### config.mk
export PLATFORM = sky130hd
export DESIGN_NAME = clk_div_bank
export DESIGN_NICKNAME = d
export VERILOG_FILES = /design/src/rtl/clk_div_bank_pkg.sv /design/src/rtl/clk_div_ch.sv /design/src/rtl/clk_div_bank.sv
export SDC_FILE = /design/constraint.sdc
export NUM_CORES = 1
export LEC_CHECK = 0
export BUFFER_PORTS_ARGS = -buffer_cell sky130_fd_sc_hd__buf_2
export CORE_ASPECT_RATIO = 1.1
export CORE_MARGIN = 3
export CORE_UTILIZATION = 30
export CTS_BUF_LIST = sky130_fd_sc_hd__clkbuf_16
export DETAILED_ROUTE_END_ITERATION = 12
export GPL_TIMING_DRIVEN = 0
export PLACE_DENSITY_LB_ADDON = 0.08
export SLEW_MARGIN = 20
export SYNTH_ARGS = -nofsm -noshare
export SYNTH_HDL_FRONTEND = slang
export SYNTH_SLANG_ARGS = --single-unit
### constraint.sdc
create_clock -name sysClk_i -period 3.6 [get_ports sysClk_i]
set_input_delay 0.72 -clock sysClk_i [delete_from_list [all_inputs] [get_ports sysClk_i]]
set_output_delay 0.72 -clock sysClk_i [all_outputs]
set_load 0.02 [all_outputs]
### src/rtl/clk_div_bank_pkg.sv
// Shared constants and types for the clock divider bank.
//   DEF_NUM_CH / DEF_CNT_W / DEF_LOCK_CYCLES : default top-level parameters
//   MIN_RATIO  : smallest divide ratio a channel will run at; smaller requests are raised to it
//   ch_state_e : per-channel run state
//     STOP     : idle, outputs low, ratio tracks the input continuously
//     RUN      : enabled and dividing
//     STOPPING : enable has dropped, finishing the current period
package clk_div_bank_pkg;

  localparam int DEF_NUM_CH      = 4;
  localparam int DEF_CNT_W       = 8;
  localparam int DEF_LOCK_CYCLES = 16;
  localparam int MIN_RATIO       = 2;

  typedef enum logic [1:0] {
    STOP     = 2'd0,
    RUN      = 2'd1,
    STOPPING = 2'd2
  } ch_state_e;

endpackage

### src/rtl/clk_div_ch.sv
// One divided-clock channel.
// Ports:
//   clk     : source clock, rising edge
//   rst     : asynchronous active-high reset
//   en      : run enable
//   div     : requested divide ratio (values below MIN_RATIO are raised to it)
//   div_clk : registered divided clock, high for the first ceil(ratio/2) counts
//   stb     : high for the first count of every period
//   locked  : (only when CLK_DIV_BANK_LOCK_EN is defined) one full period has
//             completed at the ratio currently in use
// The ratio is captured only when a period starts, so a mid-period change of
// div never shortens or stretches the period in flight. Dropping en lets the
// current period finish; raising it again before the period ends cancels the stop.
module clk_div_ch
  import clk_div_bank_pkg::*;
#(
  parameter int CNT_W = DEF_CNT_W
) (
  input  logic             clk,
  input  logic             rst,
  input  logic             en,
  input  logic [CNT_W-1:0] div,
  output logic             div_clk,
  output logic             stb
`ifdef CLK_DIV_BANK_LOCK_EN
  ,
  output logic             locked
`endif
);

  localparam logic [CNT_W-1:0] MIN_DS = CNT_W'(MIN_RATIO);

  // All channel state in one struct so it can be probed as a unit.
  typedef struct packed {
    ch_state_e        state;
    logic [CNT_W-1:0] cnt;
    logic [CNT_W-1:0] ds;
  } ch_regs_t;

  ch_regs_t         cur;
  ch_regs_t         nxt;
  logic             nxt_clk;
  logic             nxt_stb;
  logic [CNT_W-1:0] div_c;
  logic [CNT_W-1:0] high_len;
  logic             boundary;

  assign div_c    = (div < MIN_DS) ? MIN_DS : div;
  // ceil(ds/2) without the overflow that ds+1 would hit at the top of the range
  assign high_len = (cur.ds >> 1) + {{(CNT_W-1){1'b0}}, cur.ds[0]};
  assign boundary = (cur.cnt == cur.ds - 1'b1);

  always_comb begin
    nxt     = cur;
    nxt_clk = 1'b0;
    nxt_stb = 1'b0;
    case (cur.state)
      STOP: begin
        nxt.cnt = '0;
        nxt.ds  = div_c;
        if (en) begin
          nxt.state = RUN;
          nxt_clk   = 1'b1;
          nxt_stb   = 1'b1;
        end
      end
      default: begin
        if (boundary) begin
          nxt.cnt = '0;
          nxt.ds  = div_c;
          if (en) begin
            nxt.state = RUN;
            nxt_clk   = 1'b1;
            nxt_stb   = 1'b1;
          end else begin
            nxt.state = STOP;
          end
        end else begin
          nxt.cnt   = cur.cnt + 1'b1;
          nxt.state = en ? RUN : STOPPING;
          nxt_clk   = (nxt.cnt < high_len);
        end
      end
    endcase
  end

  always_ff @(posedge clk or posedge rst) begin
    if (rst) begin
      cur.state <= STOP;
      cur.cnt   <= '0;
      cur.ds    <= MIN_DS;
      div_clk   <= 1'b0;
      stb       <= 1'b0;
    end else begin
      cur     <= nxt;
      div_clk <= nxt_clk;
      stb     <= nxt_stb;
    end
  end

`ifdef CLK_DIV_BANK_LOCK_EN
  // Lock sets when a period ends and the next one reuses the same ratio;
  // starting, stopping or switching ratio all clear it.
  logic nxt_locked;

  always_comb begin
    nxt_locked = locked;
    if (cur.state == STOP) begin
      nxt_locked = 1'b0;
    end else if (boundary) begin
      nxt_locked = en && (div_c == cur.ds);
    end
  end

  always_ff @(posedge clk or posedge rst) begin
    if (rst) begin
      locked <= 1'b0;
    end else begin
      locked <= nxt_locked;
    end
  end
`endif

endmodule

### src/rtl/clk_div_bank.sv
// Bank of NUM_CH independent clock dividers on one source clock.
// Ports:
//   sysClk_i   : source clock, all logic on its rising edge
//   RESET_i    : asynchronous active-high reset
//   chEn_i     : per-channel run enable
//   div_i      : per-channel divide ratio, channel n at [n*CNT_W +: CNT_W]
//   clk_o      : per-channel registered divided clock
//   stb_o      : per-channel one-cycle period-start strobe
//   chLocked_o : per-channel stable indication
//   locked_o   : bank-wide lock
// Build option CLK_DIV_BANK_LOCK_EN: when defined, lock tracks a post-reset
// settle counter and per-channel period stability; when undefined, both lock
// outputs simply go high on the first clock edge after reset.
module clk_div_bank
  import clk_div_bank_pkg::*;
#(
  parameter int NUM_CH      = DEF_NUM_CH,
  parameter int CNT_W       = DEF_CNT_W,
  parameter int LOCK_CYCLES = DEF_LOCK_CYCLES
) (
  input  logic                    sysClk_i,
  input  logic                    RESET_i,
  input  logic [NUM_CH-1:0]       chEn_i,
  input  logic [NUM_CH*CNT_W-1:0] div_i,
  output logic [NUM_CH-1:0]       clk_o,
  output logic [NUM_CH-1:0]       stb_o,
  output logic [NUM_CH-1:0]       chLocked_o,
  output logic                    locked_o
);

  for (genvar n = 0; n < NUM_CH; n++) begin : g_ch
    clk_div_ch #(
      .CNT_W(CNT_W)
    ) u_ch (
      .clk    (sysClk_i),
      .rst    (RESET_i),
      .en     (chEn_i[n]),
      .div    (div_i[n*CNT_W +: CNT_W]),
      .div_clk(clk_o[n]),
      .stb    (stb_o[n])
`ifdef CLK_DIV_BANK_LOCK_EN
      ,
      .locked (chLocked_o[n])
`endif
    );
  end

`ifdef CLK_DIV_BANK_LOCK_EN
  localparam int LW = (LOCK_CYCLES < 1) ? 1 : $clog2(LOCK_CYCLES + 1);

  logic [LW-1:0] lock_cnt;
  logic          lock_done;

  assign lock_done = (lock_cnt == LW'(LOCK_CYCLES));

  always_ff @(posedge sysClk_i or posedge RESET_i) begin
    if (RESET_i) begin
      lock_cnt <= '0;
    end else if (!lock_done) begin
      lock_cnt <= lock_cnt + 1'b1;
    end
  end

  // Disabled channels are ignored; with nothing enabled the bank is not locked.
  assign locked_o = lock_done && (|chEn_i) && (&(chLocked_o | ~chEn_i));
`else
  logic up;

  always_ff @(posedge sysClk_i or posedge RESET_i) begin
    if (RESET_i) begin
      up <= 1'b0;
    end else begin
      up <= 1'b1;
    end
  end

  assign chLocked_o = {NUM_CH{up}};
  assign locked_o   = up;
`endif

endmodule

==> out/results.txt <==
status = complete, no violations
post-synthesis sequential area ratio = 37.2%
placer congestion estimate = 0.811
Total Die Area = 19900 um^2
initial antenna violation count = 0
FF-to-FF path depth = 9
# port buffers = 50
CP bufs+invs = 2
WHS = 0.427 ns
number of global-route vias before repair = 4028
Sink Count = 81
CP Capture Type = flip-flop
worst r2r dst = g_ch[0].u_ch.cur[3]
Pre-Repair DR Iteration Count = 4
final setup violation count = 0
Critical Path AT = 2.89 ns
Core Util, Final = 35.7%
hold crit path type = in2async
share of layout cells above drive strength 1 = 22.4%
critical path's top delay family = compound AO/OA/AOI/OAI gates
ANT cells = 0
postcts setup bufs = 0
Reg2Reg Setup Slack = 0.93 ns
I/O Pins = 51
final non-filler cell total = 844
CP Launch Type = flip-flop
drc violations = 0
total grt overflow = 0
Main synth FF type = dfrtp_1
overall power = 4.41 mW
crit-path max FO = 10
crit-path max cell delay = 0.55 ns
min Tclk post-route = 2.67 ns
HPWL after DPL = 8830 um
Antenna Violating Nets Remaining = 0
fmax = 375 MHz
gr usage total = 12.6%
Mapped Avg Cell Area = 10.1 um^2
RSZ-0062 raised after global routing = false
fin area = 6350 um^2
peak supply drop = 0.273 mV
Power Density = 694 nW/um^2
number of H-tree levels = 3
asr flop ratio synth = 100%
post-DR wirelength/cell = 13.8 um
Synth-to-Final Area Change = 16.3%
Unique masters post-synth = 52
row cnt = 51
final hold viol count = 0
CP Depth = 9
Worst Tran Pin Value = 0.550 ns
post-CTS sizing = 0
post-synth net total = 621
Syn. warnings = 0
Die Ht = 147 um
reg2reg start = g_ch[0].u_ch.cur[1]
Initial Utilization = 30.7%
Critical Path RT = 3.83 ns
CTS tree = done
fillers = 1815
Syn Std Cell Area = 5460 um^2
GR Util met2 = 20.9%
Via Count = 3861
clk_skew = 0.0104 ns
Synth Register Bits = 81
1st-iter DRT viols = 189
LEAKAGE = 2.86 nW
crit-path cells = inv_1 > ha_1 > buf_2 > o21ba_2 > a221oi_1 > a41o_1 > nand4_1 > a22oi_4 > mux2_2
Clock Path Buffers = 2
met1 usage = 16.6%
Max Slew Vio Count = 0
GRT busiest layer = met2
pin count of the biggest net entering global routing = 44
Storage cell area = 2030 um^2
CP max-delay cell = dfstp_2
Placement Cell Area = 6040 um^2
clock slew at reported path FFs = 0.06 ns
Worst-Skew Late Latency = 0.35 ns
fin nets = 683
CTS Hold Buffers Added = 0
Post-Synthesis Cells = 539
Max Cap Violations = 0
Tcrit/Tclk final = 74.0%
launch point of the worst path = g_ch[0].u_ch.cur[1]
clock root cell = clkbuf_16
chip width = 135 um
Cells after DPL = 828
Multi-input gate area = 3120 um^2
final wirelength = 11700 um
Post-synth EDFFs = 0
Crit Path Class = reg2reg
via density per instance = 4.57
GRT met3 Usage = 1.94%
cts bufs inserted = 9
first-pass GRT wire length = 20200 um
slew margin rel. = 63.3%
Core ar. = 17800 um^2
## cell families after synthesis
kind of cell	share of synthesized area, %
AOI/OAI and AO/OA	8.16
xor gates and xnor gates	14.1
adders and majority gates	10.1
buffers and inverters	5.71
DFF	37.2
muxes	7.54
other	0.0687
and+or+nand+nor	17.1
## worst register-to-register path: stages, from the launching register on
cell      delay, ns
dfstp_2        0.55
inv_1          0.06
ha_1           0.17
buf_2          0.16
o21ba_2        0.22
a221oi_1       0.31
a41o_1         0.14
nand4_1        0.15
a22oi_4        0.42
mux2_2         0.38
## cells in the final DEF (no fill, tap or decap), types with 6 or more instances in the layout
master	netlist	layout
clkbuf_16	0	9
dfrtp_1	77	77
buf_4	13	13
xnor2_1	50	50
a21o_1	9	9
mux2_2	25	25
inv_1	20	20
nand2_1	23	23
nand4_1	12	12
nand3_1	29	29
ha_1	44	44
nor2b_1	21	21
mux2i_1	10	10
buf_2	12	62
o21ai_0	10	10
xor2_1	38	38
nor4_1	7	7
nor3_1	6	6
clkbuf_1	9	9
a21oi_1	14	14
and2_1	13	13
and3_1	9	9
nor2_1	35	35
## layout make-up
class	count	area share (%)
Multi-Input combinational cell	400	49.1
Sequential cell	81	32.0
Tap cell	238	4.69
Timing Repair Buffer	51	4.38
Buffer	38	3.72
Clock buffer	9	3.55
Clock inverter	7	1.36
Inverter	20	1.22
## how the worst max path moves through the flow
stage                                to  slack, ns
finish              g_ch[0].u_ch.cur[3]       0.93
global route        g_ch[0].u_ch.cur[1]       0.73
CTS                 g_ch[0].u_ch.cur[3]       0.95
detailed placement  g_ch[0].u_ch.cur[3]       0.97
global placement    g_ch[3].u_ch.cur[7]      -0.36
floorplan           g_ch[0].u_ch.cur[0]       0.81
## report_power, final
group          total, mW  internal [mW]  switching (mW)
Sequential          1.41           1.15           0.261
Clock              0.998          0.601           0.397
Combinational       1.99          0.965            1.03
Total               4.41           2.72            1.69
## state kept, by name, indices dropped and copies added, names as in the netlist
name               cells
g_ch.u_ch.div_clk      4
locked_o               1
g_ch.u_ch.stb          4
g_ch.u_ch.cur         72
## synthesized netlist by cell type (3+ instances only)
cell | count | area, um^2
buf_6 | 4 | 45.0
and2_1 | 13 | 81.3
buf_4 | 13 | 97.6
a31oi_1 | 3 | 18.8
nand4_1 | 12 | 75.1
mux2i_1 | 10 | 100
ha_1 | 44 | 551
nor2_1 | 35 | 131
a21oi_1 | 14 | 70.1
nand3_1 | 29 | 145
nand2_1 | 23 | 86.3
xor2_1 | 38 | 333
and3_1 | 9 | 56.3
nor3_1 | 6 | 30.0
nand2b_1 | 4 | 25.0
inv_1 | 20 | 75.1
a21o_1 | 9 | 67.6
dfrtp_1 | 77 | 1930
buf_2 | 12 | 60.1
o21ai_0 | 10 | 50.1
xnor2_1 | 50 | 438
mux2_2 | 25 | 282
clkbuf_1 | 9 | 33.8
o211ai_1 | 3 | 22.5
nand3b_1 | 4 | 30.0
nor2b_1 | 21 | 131
dfstp_2 | 4 | 105
nor4_1 | 7 | 43.8
## per-stage QoR
stage | setup slack (ns) | TNS [ns]
2_1_floorplan | 0.807 | 0
3_3_place_gp | -0.358 | -26.94
3_5_place_dp | 0.966 | 0
4_1_cts | 0.947 | 0
5_1_grt | 0.733 | 0
6_report | 0.935 | 0
## routing by layer
metal	routed length, um	vias up
met5	0	-
met4	214	0
met3	323	12
met2	5640	57
met1	5490	1820
li1	-	1972
Note: power is estimated with default switching activity, not from simulation.
